<file path="src/rtl/ntt_result_serializer.sv">
// ntt_result_serializer
// Captures 16 parallel NTT result lanes in one cycle and streams them out,
// lane 0 first, one word per cycle over a valid/ready handshake.
module ntt_result_serializer #(
   parameter int                 P_WIDTH = 64,
   parameter logic [P_WIDTH-1:0] P_ZERO  = '0
) (
   input  logic               clk,
   input  logic               rst_n,
   input  logic               load_in,
   input  logic [P_WIDTH-1:0] Result0_in,
   input  logic [P_WIDTH-1:0] Result1_in,
   input  logic [P_WIDTH-1:0] Result2_in,
   input  logic [P_WIDTH-1:0] Result3_in,
   input  logic [P_WIDTH-1:0] Result4_in,
   input  logic [P_WIDTH-1:0] Result5_in,
   input  logic [P_WIDTH-1:0] Result6_in,
   input  logic [P_WIDTH-1:0] Result7_in,
   input  logic [P_WIDTH-1:0] Result8_in,
   input  logic [P_WIDTH-1:0] Result9_in,
   input  logic [P_WIDTH-1:0] Result10_in,
   input  logic [P_WIDTH-1:0] Result11_in,
   input  logic [P_WIDTH-1:0] Result12_in,
   input  logic [P_WIDTH-1:0] Result13_in,
   input  logic [P_WIDTH-1:0] Result14_in,
   input  logic [P_WIDTH-1:0] Result15_in,
   output logic               load_ready_out,
   output logic [P_WIDTH-1:0] data_out,
   output logic               valid_out,
   input  logic               ready_in,
   output logic [3:0]         index_out,
   output logic               last_out,
   output logic               done_out
);

   typedef enum logic {
      S_IDLE   = 1'b0,
      S_STREAM = 1'b1
   } state_t;

   localparam logic [3:0] LAST_LANE = 4'd15;

   state_t             state_q, state_d;
   logic [3:0]         index_q, index_d;
   logic               done_q, done_d;
   logic               capture;
   logic [P_WIDTH-1:0] lane [16];
   logic [P_WIDTH-1:0] mem  [16];

   // Gather the individual lane ports into an indexable array.
   assign lane[0]  = Result0_in;
   assign lane[1]  = Result1_in;
   assign lane[2]  = Result2_in;
   assign lane[3]  = Result3_in;
   assign lane[4]  = Result4_in;
   assign lane[5]  = Result5_in;
   assign lane[6]  = Result6_in;
   assign lane[7]  = Result7_in;
   assign lane[8]  = Result8_in;
   assign lane[9]  = Result9_in;
   assign lane[10] = Result10_in;
   assign lane[11] = Result11_in;
   assign lane[12] = Result12_in;
   assign lane[13] = Result13_in;
   assign lane[14] = Result14_in;
   assign lane[15] = Result15_in;

   // Next-state logic: capture in IDLE, advance the lane index on each handshake.
   always_comb begin
      // NOTE: every signal gets a default first so no path leaves it unassigned (no latch).
      state_d = state_q;
      index_d = index_q;
      done_d  = 1'b0;
      capture = 1'b0;
      case (state_q)
         S_IDLE: begin
            if (load_in) begin
               capture = 1'b1;
               index_d = 4'd0;
               state_d = S_STREAM;
            end
         end
         S_STREAM: begin
            if (ready_in) begin
               if (index_q == LAST_LANE) begin
                  state_d = S_IDLE;
                  index_d = 4'd0;
                  done_d  = 1'b1;
               end else begin
                  index_d = index_q + 4'd1;
               end
            end
         end
         default: state_d = S_IDLE;
      endcase
   end

   // Control registers; reset aborts any stream in progress immediately.
   always_ff @(posedge clk or negedge rst_n) begin
      if (!rst_n) begin
         state_q <= S_IDLE;
         index_q <= 4'd0;
         done_q  <= 1'b0;
      end else begin
         // NOTE: non-blocking assignments so every register samples pre-edge values.
         state_q <= state_d;
         index_q <= index_d;
         done_q  <= done_d;
      end
   end

   // Capture buffer: written only on the capture edge, held otherwise.
   always_ff @(posedge clk) begin
      // NOTE: the buffer has no reset; stale contents are hidden behind valid_out.
      if (capture) begin
         for (int k = 0; k < 16; k++) begin
            mem[k] <= lane[k];
         end
      end
   end

   // Outputs decode registered state only; no input reaches an output combinationally.
   assign load_ready_out = (state_q == S_IDLE);
   assign valid_out      = (state_q == S_STREAM);
   assign data_out       = valid_out ? mem[index_q] : P_ZERO;
   assign index_out      = index_q;
   assign last_out       = valid_out && (index_q == LAST_LANE);
   assign done_out       = done_q;

endmodule

</file>
<file path="config.mk">
export PLATFORM = sky130hd
export DESIGN_NAME = ntt_result_serializer
export DESIGN_NICKNAME = d
export VERILOG_FILES = /design/src/rtl/ntt_result_serializer.sv
export SDC_FILE = /design/constraint.sdc
export NUM_CORES = 1
export LEC_CHECK = 0
export ABC_AREA = 0
export CELL_PAD_IN_SITES_DETAIL_PLACEMENT = 0
export CELL_PAD_IN_SITES_GLOBAL_PLACEMENT = 1
export CORE_AREA = 3 3 425 427
export DETAILED_ROUTE_END_ITERATION = 8
export DIE_AREA = 0 0 428 430
export MAX_ROUTING_LAYER = met4
export PLACE_DENSITY = 0.58
export SLEW_MARGIN = 20
export SYNTH_ARGS = -nofsm -noshare
export SYNTH_HDL_FRONTEND = slang
export SYNTH_SLANG_ARGS = --single-unit
export TNS_END_PERCENT = 100
</file>
<file path="constraint.sdc">
create_clock -name clk -period 49.2 [get_ports clk]
set_input_delay 9.84 -clock clk [delete_from_list [all_inputs] [get_ports clk]]
set_output_delay 9.84 -clock clk [all_outputs]
set_load 0.005 [all_outputs]
</file>
== Yosys cells after proc, flatten, opt, wreduce, memory -nomap -nowiden ==
Memory sizes are Yosys's and may differ from the RTL's.
Cells that the tools add are included.

* Bits in registers: 6
* Bits in latches: 0
* Memory bits (writable): 1,024
* Bits in read-only memories: 0
* Input bits: 1,028
* Output and inout bits: 72
* Word-level logic and storage cells: 26
* Memories: 1

{| class="wikitable"
|+ Memory list
! memory !! depth !! bits a word !! rd ports !! clocked after memory_dff !! write ports !! line !! RTL
|-
| mem || 16 || 64 || 1 || 0 || 16 || 48 || <nowiki>logic [P_WIDTH-1:0] mem [16];</nowiki>
|}

* Add/subtract/negate cells: 1
* $mul: 0
* Divide/modulo/power cells: 0
* Magnitude comparators: 0
* Equality and inequality tests: 3
* Shift operators: 0
* Muxes and demuxes: 15
* Bitwise gates (word level): 1
* Reduce and logical (&&, ||, !) cells: 2

{| class="wikitable"
|+ Operator list
! operator !! number
|-
| $mux W64 || 1
|-
| $mux W4 || 3
|-
| $mux W1 || 9
|-
| $pmux W4 S2 || 1
|-
| $add A4 B1 Y4 const B || 1
|-
| $eq A4 B4 Y1 const B || 1
|-
| $ne A2 B2 Y1 const B || 2
|-
| $pmux W1 S2 || 1
|-
| $reduce_and A2 Y1 || 1
|-
| $logic_and A1 B1 Y1 || 1
|-
| $not A1 Y1 || 1
|}

== Longest topological paths before layout ==
Gate-level depths: netlist (run 1).

* Word-level depth: 4
* Gate-level depth with buffers: 8
* Gate-level depth less buffers: 4

== Least setup slack after synthesis (run 1) ==
No wires, ideal clock.

* Kind: input port to flip-flop
* Start point: in load_in
* End point: reg index_q[3], in the netlist index_out[3]
* Setup time: 0.188 ns
* Arrival time: 56.093 ns
* Data required time: 49.012 ns
* Path slack: -7.081 ns
* Stages on the path: 3
* Buffers on the path: 0
* Path through: nor2b_1 > nand2b_1 > o32ai_1

* Cells in the longest elaborated chain, start to end: 2

{| class="wikitable"
|+ Ends and longest elaborated chain
! item !! line !! RTL
|-
| from (decl) || 10 || <nowiki>input logic load_in,</nowiki>
|-
| $ne A2 B2 Y1 (no source line) || -- ||
|-
| $reduce_and A2 Y1 (no source line) || -- ||
|-
| to (signal assigned) || 107 || <nowiki>index_q <= index_d;</nowiki>
|-
| to (decl) || 44 || <nowiki>logic [3:0] index_q, index_d;</nowiki>
|}

Every way passes these cells.
A chain may end at the register's enable or synchronous reset.

==> impl_metrics.csv, run 1 <==
group,metric,value,unit
timing,final-hold-violation-count,0,
detailed_routing,remaining_drc_errors,0,
floorplan,coreArea,176000,um2
cts,cts_repair_resize_count,0,
finish,stdcell_area,57000,um2
timing,aggregate_negative_setup_slack,0,ns
placed_design,numPlacedInstances,5453,
detailed_routing,initialDrtViolationCount,2205,
hold_path,hold_path_startpoint,"index_out[3]",
timing,final.setup_skew,0.0257,ns
worst_setup_path,critical_path.max_fanout,84,
finish,fillerInstances,17300,
finish,commonest_non_fill_non_tap_cell_in_the_layout,"sky130_fd_sc_hd__clkdlybuf4s50_1",
synthesis,synth-seq-cells,1030,
placed_design,detailed_place.area,53200,um2
synthesis,synth_top_family_by_area,"multiplexers",
placed_design,port_buffers,1099,
detailed_routing,route.detailed.wl_per_inst,28.4,um
timing,final_period_minus_worst_setup_slack,15.36,ns
global_routing,total_routing_usage_reported_by_global_routing,17.4,%
synthesis,synth-compound-area-share,5.85,%
floorplan,starting_density_of_the_core,22.5,%
cts,post_cts_buffers,0,
cts,cts_tree,"done",
worst_setup_path,worst_setup_path_endpoint,"mem[15][49]",
detailed_routing,route.antenna.remaining_nets,0,
timing,worst_slew_pin_slew,1.06,ns
global_routing,first_global_vias,25100,
cts,cts.hold.buffers_added,0,
global_routing,grt_first_pass_wirelength,213000,um
power_and_ir_drop,leakage,19.3,nW
synthesis,synthDominantCellAreaShare,77.4,%
placed_design,gpl_wtd_cong,0.882,
worst_setup_path,cp_data_required_time,49.53,ns
global_routing,grt_remaining_overflow,0,
synthesis,ys_seq_area_share,77.8,%
synthesis,synthesis.yosys.warnings,0,
status,status,"completed",
worst_setup_path,delay_of_the_slowest_critical_path_stage,0.91,ns
worst_setup_path,timing.critical_path.buf_inv,7,
cts,sinks_on_the_clock_net,1030,
placed_design,estimated_wirelength_of_the_detail_placed_design,122000,um
synthesis,post_synth_inst_count,2098,
timing,slew_viol_final,0,
finish,finish.cell_count_without_fillers,5693,
worst_setup_path,worst-endpoint-arrival,15.69,ns
cts,cts-root-buf,"sky130_fd_sc_hd__clkbuf_16",
synthesis,synthDominantAreaCellType,"sky130_fd_sc_hd__edfxtp_1",
floorplan,num_rows,154,
timing,unrepaired_setup_endpoints_after_global_routing,"no",
timing,maxClockFrequency,0.0651,GHz
synthesis,post_synth_simple_gate_area,1.22,%
detailed_routing,wl,162000,um
detailed_routing,firstDrtPassIters,5,
synthesis,synth.net_count,3127,
finish,final_nets,4259,
worst_setup_path,cp_max_delay_cell,"sky130_fd_sc_hd__buf_4",
cts,htree_num_levels,3,
hold_path,min_path_type,"reg -> reg",
worst_setup_path,cell_occurring_most_often_along_the_worst_timing_path,"sky130_fd_sc_hd__buf_4",
job,cap_violations,0,
worst_setup_path,critical_path.reg2reg.startpoint,"valid_out",
power_and_ir_drop,p_per_area,46.9,nW/um2
synthesis,synth_area,39700,um2
timing,setup_viol_count_final,0,
cts,cts_buffers,115,
floorplan,number_of_top_level_pins,1100,
finish,synth_to_final_area_change,43.5,%
synthesis,synth_fa_ha_area_share,0.0315,%
timing,max-slew-margin-rel,29.2,%
worst_setup_path,critPathCaptureType,"flip-flop",
worst_setup_path,critPathLaunch,"load_in",
worst_setup_path,path_class,"in -> reg",
synthesis,post_synth_mux_area_share,13.0,%
global_routing,number_of_antenna_violations_at_the_first_check_in_global_routing,41,
worst_setup_path,worst_path_dominant_cell_family,"buffers and inverters",
timing,final.period_utilization,31.2,%
floorplan,die_y,430,um
floorplan,chipWidth,428,um
worst_setup_path,worst_setup_path_start_kind,"input port",
worst_setup_path,worstRegToRegCells,7,
worst_setup_path,crit_cells,8,
finish,post_route_cells_drive_above_1_share,7.07,%
cts,clockBufferDepth,3,
synthesis,synth-xor-area-share,0,%
synthesis,leading_post_synthesis_cells_by_cell_area,"sky130_fd_sc_hd__edfxtp_1 77%, sky130_fd_sc_hd__mux2i_1 12%, sky130_fd_sc_hd__a22oi_1 3.9%",
worst_setup_path,crit_chain,"clkdlybuf4s50_1 > nor2b_4 > buf_4 > buf_4 > buf_4 > buf_4 > buf_4 > buf_4",
detailed_routing,vias_per_cell,4.26,
detailed_routing,num_vias,24200,
worst_setup_path,r2r_setup_slack,42.87,ns
synthesis,synth_area_per_cell,18.9,um2
finish,layout.cells.most_common_list,"1099 x sky130_fd_sc_hd__clkdlybuf4s50_1, 1024 x sky130_fd_sc_hd__edfxtp_1, 463 x sky130_fd_sc_hd__mux2i_1",
global_routing,grt_start_max_net_pins,168,
synthesis,netlist-cell-type-count,33,
cts,cts.clk_slew.worst_paths,0.06,ns
worst_setup_path,r2r-end,"mem[15][49]",
power_and_ir_drop,worst_ir_drop_vdd,29.4,uV
floorplan,dieArea,184000,um2
cts,worstSkewPairLatency,0.74,ns
-- flip-flops by register name, indices dropped and copies added, names as in the netlist --
register / cells
done_out: 1
index_out: 4
mem: 1024
valid_out: 1
-- worst min path at each step --
stage | to | slack [ns] | cells past startpoint
after floorplan | index_out[3] | 0.54 | 1
after global placement | index_out[3] | 0.63 | 1
after detailed placement | index_out[3] | 0.65 | 1
after CTS | index_out[3] | 0.66 | 1
after global routing | index_out[3] | 0.68 | 1
final | index_out[3] | 0.66 | 1
-- cell usage after synthesis --
| cell | number |
|---|---|
| sky130_fd_sc_hd__a21oi_1 | 2 |
| sky130_fd_sc_hd__buf_6 | 27 |
| sky130_fd_sc_hd__nor2b_1 | 4 |
| sky130_fd_sc_hd__nor2_1 | 6 |
| sky130_fd_sc_hd__mux4_2 | 24 |
| sky130_fd_sc_hd__buf_8 | 1 |
| sky130_fd_sc_hd__ha_1 | 1 |
| sky130_fd_sc_hd__a32o_1 | 1 |
| sky130_fd_sc_hd__a22oi_1 | 208 |
| sky130_fd_sc_hd__o21ai_0 | 25 |
| sky130_fd_sc_hd__buf_4 | 12 |
| sky130_fd_sc_hd__o21bai_1 | 1 |
| sky130_fd_sc_hd__and2_1 | 1 |
| sky130_fd_sc_hd__nand2_1 | 107 |
| sky130_fd_sc_hd__a22o_1 | 1 |
| sky130_fd_sc_hd__buf_12 | 2 |
| sky130_fd_sc_hd__dfrtp_1 | 6 |
| sky130_fd_sc_hd__a221oi_1 | 23 |
| sky130_fd_sc_hd__edfxtp_1 | 1024 |
| sky130_fd_sc_hd__buf_1 | 3 |
| sky130_fd_sc_hd__inv_1 | 2 |
| sky130_fd_sc_hd__o32ai_1 | 1 |
| sky130_fd_sc_hd__buf_2 | 38 |
| sky130_fd_sc_hd__nor2_2 | 1 |
| sky130_fd_sc_hd__o22ai_1 | 41 |
| sky130_fd_sc_hd__clkbuf_1 | 41 |
| sky130_fd_sc_hd__mux2i_1 | 463 |
| sky130_fd_sc_hd__o21ai_1 | 23 |
| sky130_fd_sc_hd__nand3_1 | 2 |
| sky130_fd_sc_hd__nand2b_1 | 2 |
| sky130_fd_sc_hd__a2111oi_0 | 1 |
| sky130_fd_sc_hd__clkbuf_4 | 3 |
| sky130_fd_sc_hd__a311o_1 | 1 |
-- power breakdown --
group | switching (mW) | internal [mW]
Combinational | 0.467 | 0.337
Sequential | 0.0182 | 0.996
Clock | 0.360 | 0.497
Total | 0.846 | 1.83
-- final cells by class --
type | instances | area, um2 | share of cell area, %
clock buffers | 142 | 3060 | 5.37
flip-flops and latches | 1030 | 30900 | 54.2
inverters | 2 | 7.51 | 0.0132
multi-input cells | 939 | 8040 | 14.1
clock inverters | 68 | 639 | 1.12
repair buffers | 1142 | 11300 | 19.9
diodes | 30 | 75.1 | 0.132
well taps | 2340 | 2930 | 5.14
-- cell families after synthesis --
family,count (synthesis)
fa+ha+maj,1
compound gates,328
buf+inv,129
flops,1030
mux,487
simple gates,123
-- metal layers --
metal	part of all wire (%)	global-route usage [%]	vias to the layer above	wire, um
li1	-	-	10800	-
met1	39	20.4	12300	63600
met2	53	30.3	939	85500
met3	5.9	3.70	172	9490
met4	2.0	4.52	0	3300
met5	0	-	-	0
-- metrics by stage --
step	worst slack, ns	total power [mW]	utilization [%]	hold WS (ns)
global route	33.46	2.79	32.3	0.682
finish	33.84	2.68	32.3	0.663
detailed placement	33.15	1.85	30.2	0.646
global placement	33.32	1.85	30.2	0.633
floorplan	12.22	1.44	-	0.542
CTS	33.55	2.72	32.3	0.660
Note: power is estimated with default switching activity, not from simulation.
==> inputs of run 2 (changes only) <==
Settings changed: CORE_AREA 3 3 425 427 to 3 3 428 430, DIE_AREA 0 0 428 430 to 0 0 431 433, PLACE_DENSITY 0.58 to 0.55.
Clock period 49.2 ns to 14.2 ns, I/O delays scaled along.
==> run 2 against run 1 <==
Against the previous run: worst setup slack worse by 28 ns; routed wire length rose by 1.5%; hold slack got worse by 0.0038 ns; cell area barely moved; first-iteration DRC count is essentially flat; critical path depth decreased by 1; sequential power grew to 3.5 times the previous value; clock skew rose by 0.014 ns; die area up 1.4%; power increased to 3.5 times the previous value; register-to-register slack got worse by 32 ns; largest cell class unchanged.
==> impl_metrics.csv, run 2 (same netlist as run 1, synthesis figures left out) <==
group,metric,value,unit
floorplan,die_y,433,um
detailed_routing,highest_layer,"met4",
finish,regMostFlops,"mem",
finish,fillerInstances,17600,
cts,clockBufferDepth,3,
global_routing,grt_first_pass_wirelength,213000,um
detailed_routing,num_vias,24100,
floorplan,num_rows,156,
worst_setup_path,delay_of_the_slowest_critical_path_stage,0.90,ns
hold_path,min_path_type,"reg -> reg",
cts,cts_tree,"done",
job,cap_violations,0,
status,status,"completed",
finish,layout.cells.most_common_list,"1099 x sky130_fd_sc_hd__clkdlybuf4s50_1, 1024 x sky130_fd_sc_hd__edfxtp_1, 463 x sky130_fd_sc_hd__mux2i_1",
detailed_routing,wl,164000,um
cts,post_cts_buffers,0,
cts,htree_num_levels,3,
power_and_ir_drop,p_per_area,162,nW/um2
worst_setup_path,critical_path.reg2reg.startpoint,"valid_out",
finish,final_nets,4263,
detailed_routing,vias_per_cell,4.21,
placed_design,gpl_wtd_cong,0.881,
power_and_ir_drop,leakage,19.3,nW
cts,sinks_on_the_clock_net,1030,
timing,final.hold.worst_slack,0.659,ns
worst_setup_path,r2r-end,"mem[2][32]",
finish,stdcell_area,57000,um2
detailed_routing,initialDrtViolationCount,2206,
finish,commonest_non_fill_non_tap_cell_in_the_layout,"sky130_fd_sc_hd__clkdlybuf4s50_1",
timing,maxClockFrequency,0.125,GHz
detailed_routing,firstDrtPassIters,5,
worst_setup_path,cp_data_required_time,11.36,ns
timing,setup_viol_count_final,0,
placed_design,port_buffers,1099,
worst_setup_path,critPathCaptureType,"primary output",
worst_setup_path,path_class,"reg -> out",
timing,final_period_minus_worst_setup_slack,8.01,ns
floorplan,chipWidth,431,um
timing,worst_slew_pin_slew,1.23,ns
floorplan,starting_density_of_the_core,22.1,%
global_routing,first_global_vias,24700,
detailed_routing,route.antenna.remaining_nets,0,
global_routing,grt_remaining_overflow,0,
worst_setup_path,cp_max_delay_cell,"sky130_fd_sc_hd__dfrtp_4",
finish,synth_to_final_area_change,43.5,%
worst_setup_path,worstRegToRegCells,4,
finish,number_of_flip_flops_under_the_largest_register_name,1024,
placed_design,numPlacedInstances,5484,
power_and_ir_drop,report.power.total,9.24,mW
worst_setup_path,r2r_setup_slack,10.78,ns
detailed_routing,wl_met3,9930,um
cts,cts.hold.buffers_added,0,
finish,finish.cell_count_without_fillers,5733,
hold_path,worstHoldEndpoint,"index_out[3]",
hold_path,timing.hold.worst_path_depth,1,
detailed_routing,wl_met1,64000,um
cts,cts-root-buf,"sky130_fd_sc_hd__clkbuf_16",
timing,final.period_utilization,56.4,%
timing,slew_viol_final,0,
global_routing,number_of_antenna_violations_at_the_first_check_in_global_routing,54,
worst_setup_path,worst-endpoint-arrival,5.17,ns
floorplan,dieArea,187000,um2
floorplan,coreArea,180000,um2
cts,worstSkewPairLatency,0.77,ns
detailed_routing,route.met2.wl,86900,um
detailed_routing,remaining_drc_errors,0,
timing,max-slew-margin-rel,15.5,%
timing,final-hold-violation-count,0,
cts,cts_buffers,118,
placed_design,detailed_place.area,53300,um2
finish,sequential_cell_area,30900,um2
finish,combined_area_of_the_multi_input_logic_cells,8040,um2
floorplan,number_of_top_level_pins,1100,
power_and_ir_drop,worst_ir_drop_vdd,104,uV
timing,unrepaired_setup_endpoints_after_global_routing,"no",
global_routing,grt_start_max_net_pins,153,
detailed_routing,route.detailed.wl_per_inst,28.6,um
placed_design,estimated_wirelength_of_the_detail_placed_design,124000,um
global_routing,total_routing_usage_reported_by_global_routing,17.3,%
cts,cts.clk_slew.worst_paths,0.06,ns
finish,post_route_cells_drive_above_1_share,7.00,%
worst_setup_path,crit_chain,"buf_4 > buf_4 > mux2i_1 > a22oi_1 > nand2_1 > o22ai_1 > clkdlybuf4s50_1",
worst_setup_path,worst_setup_path_start_kind,"flip-flop",
worst_setup_path,critical_path.max_fanout,39,
timing,final.setup_skew,0.0399,ns
worst_setup_path,critPathLaunch,"index_out[0]",
worst_setup_path,cell_occurring_most_often_along_the_worst_timing_path,"sky130_fd_sc_hd__buf_4",
hold_path,hold_path_startpoint,"index_out[3]",
cts,cts_repair_resize_count,0,
-- run 2: changes by cell type in the layout (fill, tap and decap cells not counted) --
cell | previous run | this run
sky130_fd_sc_hd__buf_12 | 2 | 3
sky130_fd_sc_hd__bufinv_16 | 11 | 9
sky130_fd_sc_hd__clkbuf_1 | 21 | 27
sky130_fd_sc_hd__clkbuf_16 | 117 | 119
sky130_fd_sc_hd__clkbuf_8 | 4 | 0
sky130_fd_sc_hd__clkinv_2 | 17 | 19
sky130_fd_sc_hd__diode_2 | 30 | 36
sky130_fd_sc_hd__inv_16 | 1 | 0
-- run 2: power by group --
group          switching [mW]  internal, mW
Clock                    1.27          1.69
Sequential             0.0677          3.45
Combinational            1.59          1.17
Total                    2.93          6.31
-- run 2: worst max-delay path: cells and delay by family (launching register included) --
kind                   cells  cell delay (ns)
DFF                        1             0.90
AOI/OAI and AO/OA          2             0.76
and+or+nand+nor            1             0.20
buffers and inverters      3             1.99
muxes                      1             0.43
-- run 2: stage by stage --
| stage | worst slack [ns] | setup TNS (ns) | util, % |
|---|---|---|---|
| 6_report | 6.19 | 0 | 31.7 |
| 5_1_grt | 5.86 | 0 | 31.6 |
| 4_1_cts | 5.93 | 0 | 31.6 |
| 3_5_place_dp | 6.79 | 0 | 29.6 |
| 3_3_place_gp | 6.80 | 0 | 29.6 |
| 2_1_floorplan | -4.40 | -4461.70 | - |
-- run 2: worst max-delay path by stage --
stage / slack (ns) / endpoint
after global placement: 6.80 / data_out[4]
after global routing: 5.86 / data_out[4]
after detailed placement: 6.79 / data_out[4]
after CTS: 5.93 / data_out[4]
after floorplan: -4.40 / index_out[3]
final: 6.19 / data_out[4]
-- run 2: area by class of cell --
| type | instances | share of cell area (%) |
|---|---|---|
| antenna | 36 | 0.158 |
| sequential | 1030 | 54.2 |
| multi-input combinational | 939 | 14.1 |
| tap | 2370 | 5.20 |
| clock inverter | 67 | 0.998 |
| timing repair buffer | 1143 | 19.9 |
| clock buffer | 146 | 5.40 |
| inverter | 2 | 0.0132 |
-- run 2: per-layer routing --
| layer | up-vias | track usage [%] |
|---|---|---|
| met5 | - | - |
| met1 | 12200 | 20.0 |
| met3 | 195 | 3.97 |
| met2 | 881 | 30.4 |
| li1 | 10900 | - |
| met4 | 0 | 4.33 |
==> inputs of run 3 (changes only) <==
Clock period 14.2 ns to 8.35 ns, I/O delays scaled along.
==> run 3 against run 2 <==
Against the previous run: die area stayed put; critical path type unchanged; largest cell class unchanged; largest power group unchanged; non-clock buffer count is 1 lower; sequential power is 70% higher; first-iteration DRC count is 2.7% higher; clock power is 77% higher; combinational power is 71% higher.
==> impl_metrics.csv, run 3 (same netlist as run 1, synthesis figures left out) <==
group,metric,value,unit
finish,regMostFlops,"mem",
timing,final_period_minus_worst_setup_slack,6.15,ns
worst_setup_path,critPathLaunch,"index_out[0]",
timing,unrepaired_setup_endpoints_after_global_routing,"no",
global_routing,first_global_vias,25000,
cts,worstSkewPairLatency,0.75,ns
worst_setup_path,critical_path.max_fanout,66,
global_routing,grt_start_max_net_pins,174,
cts,cts_buffers,116,
timing,maxClockFrequency,0.163,GHz
timing,final.hold.worst_slack,0.605,ns
cts,cts.hold.buffers_added,0,
timing,final.period_utilization,73.6,%
placed_design,estimated_wirelength_of_the_detail_placed_design,122000,um
timing,final-hold-violation-count,0,
finish,number_of_flip_flops_under_the_largest_register_name,1024,
placed_design,pre_cts_slack,2.91,ns
placed_design,port_buffers,1099,
worst_setup_path,r2r-end,"mem[9][32]",
cts,htree_num_levels,3,
power_and_ir_drop,worst_ir_drop_vdd,183,uV
finish,post_route_cells_drive_above_1_share,7.15,%
global_routing,total_routing_usage_reported_by_global_routing,17.3,%
power_and_ir_drop,leakage,19.4,nW
worst_setup_path,path_class,"reg -> out",
global_routing,number_of_antenna_violations_at_the_first_check_in_global_routing,51,
worst_setup_path,worst-endpoint-arrival,4.48,ns
timing,worst_case_setup_margin_in_the_final_layout,2.20,ns
finish,final_nets,4260,
floorplan,coreArea,180000,um2
cts,clockBufferDepth,3,
floorplan,chipWidth,431,um
worst_setup_path,worst_setup_path_start_kind,"flip-flop",
timing,slew_viol_final,0,
detailed_routing,vias_per_cell,4.20,
detailed_routing,initialDrtViolationCount,2265,
cts,cts_tree,"done",
detailed_routing,route.detailed.wl_per_inst,28.6,um
finish,commonest_non_fill_non_tap_cell_in_the_layout,"sky130_fd_sc_hd__clkdlybuf4s50_1",
worst_setup_path,critical_path.reg2reg.startpoint,"valid_out",
global_routing,grt_remaining_overflow,0,
detailed_routing,num_vias,24100,
hold_path,min_path_type,"reg -> reg",
detailed_routing,remaining_drc_errors,0,
cts,post_cts_buffers,0,
worst_setup_path,worstRegToRegCells,3,
detailed_routing,route.antenna.remaining_nets,0,
timing,setup_viol_count_final,0,
timing,final.setup_skew,0.0237,ns
worst_setup_path,cp_data_required_time,6.68,ns
worst_setup_path,r2r_setup_slack,5.34,ns
finish,final_util,31.8,%
timing,worst_slew_pin_slew,1.15,ns
status,status,"completed",
worst_setup_path,worst_setup_path_endpoint,"data_out[19]",
power_and_ir_drop,p_per_area,278,nW/um2
finish,synth_to_final_area_change,44.3,%
finish,layout.cells.most_common_list,"1099 x sky130_fd_sc_hd__clkdlybuf4s50_1, 1024 x sky130_fd_sc_hd__edfxtp_1, 463 x sky130_fd_sc_hd__mux2i_1",
cts,cts.clk_slew.worst_paths,0.06,ns
floorplan,starting_density_of_the_core,22.1,%
placed_design,gpl_wtd_cong,0.920,
cts,cts-root-buf,"sky130_fd_sc_hd__clkbuf_16",
worst_setup_path,critPathCaptureType,"primary output",
detailed_routing,firstDrtPassIters,5,
floorplan,num_rows,156,
job,cap_violations,0,
floorplan,dieArea,187000,um2
timing,max-slew-margin-rel,21.2,%
floorplan,die_y,433,um
global_routing,grt_first_pass_wirelength,214000,um
cts,sinks_on_the_clock_net,1030,
detailed_routing,wl,164000,um
finish,fillerInstances,17600,
cts,cts_repair_resize_count,0,
floorplan,number_of_top_level_pins,1100,
## run 3: worst min-delay path by stage
stage,slack (ns),depth (start not counted),startpoint,endpoint
3_3_place_gp,0.58,1,index_out[2],index_out[2]
5_1_grt,0.64,1,index_out[2],index_out[2]
2_1_floorplan,0.54,1,index_out[3],index_out[3]
6_report,0.60,1,index_out[2],index_out[2]
4_1_cts,0.60,1,index_out[2],index_out[2]
3_5_place_dp,0.60,1,index_out[2],index_out[2]
## run 3: metal layers
| metal | track usage (%) | up-vias | wire length (um) |
|---|---|---|---|
| met3 | 3.91 | 191 | 9560 |
| li1 | - | 10900 | - |
| met4 | 4.67 | 0 | 3630 |
| met1 | 20.4 | 12200 | 65300 |
| met2 | 29.9 | 855 | 85600 |
| met5 | - | - | 0 |
## run 3: worst max-delay path, stage by stage (launching register included)
cell                              delay [ns]
sky130_fd_sc_hd__dfrtp_4                0.90
sky130_fd_sc_hd__buf_12                 0.42
sky130_fd_sc_hd__buf_4                  0.63
sky130_fd_sc_hd__mux4_2                 0.59
sky130_fd_sc_hd__o21ai_0                0.24
sky130_fd_sc_hd__o21ai_1                0.19
sky130_fd_sc_hd__clkdlybuf4s50_1        0.50
## run 3: where the power goes
part | internal, mW | leakage [nW] | total [mW] | switching, mW
clock network | 3.06 | 1.87 | 5.21 | 2.15
logic | 2.02 | 8.24 | 4.75 | 2.73
registers | 5.87 | 9.28 | 5.97 | 0.103
## run 3: final cells by class
type                            instances  area, um2  area share [%]
Inverter                                2       7.51          0.0131
Clock buffer                          143       3070            5.35
Clock inverter                         75        762            1.33
Multi-Input combinational cell        939       8040            14.0
Antenna cell                           42        105           0.183
Timing Repair Buffer                 1142      11500            20.0
Tap cell                             2370       2970            5.17
Sequential cell                      1030      30900            53.9
## run 3: per-stage QoR
stage          instance area [um2]  TNS (ns)  instances  total power, mW
6_report                     57300         0       5743             15.9
5_1_grt                      57300         0       5741             16.6
4_1_cts                      57200         0       5701             16.2
3_5_place_dp                 53400         0       5483             11.0
2_1_floorplan                39700  -9258.70       2098             8.41
3_3_place_gp                 53400         0       5483             11.0
==> RTL change 1: new RTL, flow settings as in run 3 <==
`P_WIDTH`: 64 -> 72.
--- a/src/rtl/ntt_result_serializer.sv
+++ b/src/rtl/ntt_result_serializer.sv
@@ -4,3 +4,3 @@
 module ntt_result_serializer #(
-   parameter int                 P_WIDTH = 64,
+   parameter int                 P_WIDTH = 72,
    parameter logic [P_WIDTH-1:0] P_ZERO  = '0
Ports: changed (17 resized); port bits go from 1100 to 1236. No check against the original RTL was run, so the function may have changed too.
==> RTL change 1 against run 3 <==
- design area up 12%
- total power is 15% higher
- synthesized cell count grew 12%
- clock skew is 0.014 ns higher
- via count rose by 16%
- maximum frequency shrank 4.0%
- sequential cell count grew 128
- critical path type unchanged
- die area unchanged
- synthesized area grew 12%
- worst setup slack lost 0.26 ns
- sequential power up 12%
- largest cell class unchanged
- wire length up 24%
- non-clock buffer count grew 133
==> RTL change 1: results (changes against run 3) <==
[outcome]
status=finished, final reports clean

[clock_network]
insertion_delay_ns=0.80  ; +0.05 ns
htreeDepth=4  ; +1
numCtsBuffers=138  ; +19%

[synthesis]
synth_common_cells=edfxtp_1, mux2i_1, a22oi_1, nand2_1, o21ai_1
synth_cells=2346  ; +12%
syn-num-nets=3503  ; +12%
synth_cell_types=32  ; -3.0%
synth_seq_area_share_pct=77.8  ; about the same
ys_async_sr_fraction_pct=0.518  ; -0.064 points
synthTopCellsByArea=edfxtp_1, mux2i_1, a22oi_1
synth_enable_flop_cells=1152  ; +13%

[placed_design]
port_buffers=1235  ; +12%
placed_cells_incl_taps=5850  ; +6.7%
pre_cts_slack_ns=2.67  ; -0.231 ns
place_congestion=0.900  ; -2.2%

[worst_setup_path]
cp-startpoint=index_out[2]
critPathMaxFanout=74  ; +12%
reg2reg_to=mem[14][3]
cp.arrival_ns=4.73  ; +0.25 ns
rrSetupSlack_ns=5.42  ; +0.08 ns
worstSetupEndpoint=data_out[24]

[drt]
drt_iter0_markers=3040  ; +34%
viasPerCell=4.57  ; +8.7%
via_count=28093  ; +16%
wirelength_um=203000  ; +24%

[cells_and_area]
finalNetCount=4777  ; +12%
n_fill_cell=17232  ; -2.3%
largest_register_ffs=1152  ; +13%
drive_above_1_share_pct=7.06  ; -0.083 points

[global_routing]
grt_max_degree=177  ; +1.7%
grtUsageTotal_pct=21.6  ; +4.2 points
antenna_found_initial=107  ; +110%
grt_pass1_wl_um=260000  ; +22%

[pwr]
irDropWorstVdd_v=0.000231  ; +26%
p_leak_nw=21.7  ; +12%

[sta]
clock_skew_ns=0.0372  ; +0.0136 ns
worstMarginPinSlew_ns=1.18  ; +0.0267 ns

==> RTL change 1: worst min-delay path by stage <==
stage,from,to,cells after the start
2_1_floorplan,index_out[3],index_out[3],1
3_3_place_gp,index_out[2],index_out[2],1
3_5_place_dp,index_out[2],index_out[2],1
4_1_cts,index_out[2],index_out[2],1
5_1_grt,index_out[2],index_out[2],1
6_report,index_out[2],index_out[2],1
==> RTL change 1: final cells by class <==
type / instances / area [µm²] / area share, %
antenna: 56 / 140 / 0.219
tap: 2370 / 2970 / 4.63
multi-input combinational: 1045 / 9010 / 14.1
sequential: 1158 / 34700 / 54.2
clock inverter: 72 / 716 / 1.12
timing repair buffer: 1275 / 12900 / 20.1
inverter: 2 / 7.51 / 0.0117
clock buffer: 172 / 3610 / 5.64
==> RTL change 1: power by group <==
| group | leakage, nW | internal (mW) | switching [mW] |
|---|---|---|---|
| clock network | 2.11 | 3.39 | 2.50 |
| registers | 10.4 | 6.60 | 0.115 |
| logic | 9.17 | 2.25 | 3.44 |
| total | 21.7 | 12.2 | 6.06 |
==> RTL change 1: per-stage QoR <==
stage,area (µm²),hold slack [ns]
after floorplan,44600,0.542
after global placement,59600,0.585
after detailed placement,59600,0.595
after CTS,63900,0.604
after global routing,64000,0.637
final,64100,0.598
==> RTL change 1: kinds of logic (layout without fill, tap and decap cells) <==
group,count (synthesis),in the layout,share of synthesized area (%)
flip-flops,1158,1158,77.8
multiplexers,544,544,13.1
AO/OA/AOI/OAI,368,368,5.82
buffers and inverters,143,1521,2.10
AND/OR/NAND/NOR,132,132,1.16
adder cells (fa/ha/maj),1,1,0.0280
other,0,56,0
==> RTL change 1: worst max-delay path, stage by stage (launching register included) <==
cell,delay [ns]
dfrtp_2,0.45
buf_4,0.62
and2_4,0.75
buf_12,0.52
a22oi_1,0.38
nand2_1,0.39
o21ai_1,0.19
clkdlybuf4s50_1,0.51
==> RTL change 1: routing by layer <==
| metal | up-vias | global-route usage (%) | routed length, µm |
|---|---|---|---|
| met5 | - | - | 0 |
| met4 | 0 | 5.04 | 4030 |
| met3 | 265 | 5.29 | 15100 |
| met2 | 1400 | 35.1 | 101000 |
| met1 | 14252 | 27.2 | 83700 |
| li1 | 12176 | - | - |
==> RTL change 2: new RTL, flow settings as in run 3 <==
Made on the original files. Make the reset (`rst_n`) synchronous in one clocked block.
--- a/src/rtl/ntt_result_serializer.sv
+++ b/src/rtl/ntt_result_serializer.sv
@@ -98,3 +98,3 @@
    // Control registers; reset aborts any stream in progress immediately.
-   always_ff @(posedge clk or negedge rst_n) begin
+   always_ff @(posedge clk) begin
       if (!rst_n) begin
Check against the original RTL: not equivalent (Yosys sat finds a counterexample within 4 cycles, from zero or initial values and one cycle with rst_n low; the reset may be asserted at any time).
==> RTL change 2 against run 3 <==
- worst setup slack gained 0.061 ns
- wire length is essentially flat
- first-iteration DRC count shrank 4.7%
- synthesized cell count grew 1.8%
- final cell count grew 0.96%
- register-to-register slack gained 0.27 ns
- synthesized area grew 0.76%
- sequential cell count grew 4
- design area grew 0.37%
Power is not compared: it rests on default switching activity, and its combinational part moved more than twofold at a synthesized area within 25%.
==> RTL change 2: results (changes against run 3) <==
[cells_and_area]
area_growth_pct=43.8
buffer_area_share_pct=20.0  ; -0.021 points
multiInputGateArea_um2=8120  ; +1.0%
ff_latch_area_um2=31000  ; +0.16%
num-nonclk-inverters=3  ; +1
n_antenna_cell=55  ; +31%
signal_buffers=1141  ; -0.088%
final-instance-count-excl-fill=5798  ; +0.96%
finalNetCount=4303  ; +1.0%
num-clock-buffers=147  ; +2.8%
clkCellAreaFrac_pct=6.68  ; about the same
drive_above_1_share_pct=6.76  ; -0.39 points
n_fill_cell=17733  ; +0.51%
multi_input_gates=974  ; +3.7%

[worst_setup_path]
max_stage_delay_ns=0.97  ; +0.07 ns
cp.arrival_ns=4.42  ; -0.06 ns
cpMaxStageDelayCell=dfxtp_4

[global_routing]
grtUsageMet3_pct=4.19  ; +0.28 points
use_met2_pct=30.0  ; +0.11 points
grt_pass1_wl_um=215000  ; +0.38%
grt_max_degree=172  ; -1.1%
antenna_found_initial=64  ; +25%
gr-usage-met1_pct=19.9  ; -0.52 points
grtUsageTotal_pct=17.3  ; about the same

[clock_network]
cts_setup_buffers=0  ; unchanged
clockRootBuffer=clkbuf_16
cts_sinks=1034  ; +0.39%
numCtsBuffers=120  ; +3.4%

[drt]
wirelength_um=164000  ; about the same
drt_iter0_markers=2158  ; -4.7%
via_count=24370  ; +0.99%

[synthesis]
synth_cell_types=31  ; -6.1%
syn-num-nets=3165  ; +1.2%
netlist_area_um2=40000  ; +0.76%
synth_seq_area_share_pct=77.3  ; -0.46 points
syn_avg_cell_area_um2=18.7  ; -1.0%
synth_common_cells=edfxtp_1, mux2i_1, a22oi_1, nand2_1, o22ai_1
ys_async_sr_fraction_pct=0  ; -0.58 points
synthTopCellsByArea=edfxtp_1, mux2i_1, a22oi_1

[placed_design]
placed_cells_incl_taps=5522  ; +0.71%
place_congestion=0.897  ; -2.6%
pre_cts_slack_ns=2.89  ; -0.0106 ns
placed_area_um2=53600  ; +0.31%
hpwl_um=122000  ; -0.47%
port_buffers=1099  ; unchanged

[min_path]
hp-class=reg -> reg

[pwr]
internal_power_mw=9.68

[sta]
worstMarginPinSlew_ns=1.20  ; +0.0513 ns
tns_ns=0  ; unchanged
clock_skew_ns=0.0434  ; +0.0198 ns

[outcome]
status=finished, final reports clean

==> RTL change 2: worst paths after layout <==
| check | from | slack, ns | depth (start not counted) | end |
|---|---|---|---|---|
| worst max-delay path | flop | 2.26 | 7 | data_out[20] |
| worst max register to register | valid_out | 5.61 | 4 | mem[1][56] |
| worst min-delay path | index_out[0] | 0.60 | 2 | flop |
| worst min register to register | index_out[0] | 0.60 | 2 | flop |
==> RTL change 2: layer usage <==
layer	wire length (µm)	up-vias	share of wire [%]
li1	-	11012	-
met5	0	-	0
met1	63600	12222	39
met4	4240	0	2.6
met3	11400	196	6.9
met2	84900	940	52
==> RTL change 2: logic make-up (layout without fill, tap and decap cells) <==
kind of cell               Yosys count  count (layout)  share of synthesized area, %
buffers and inverters              128            1365                          2.51
muxes                              504             504                          12.9
DFF                               1034            1034                          77.3
AOI/OAI and AO/OA                  329             329                          5.88
and+or+nand+nor                    140             140                          1.41
other                                0              55                             0
adders and majority gates            1               1                        0.0313
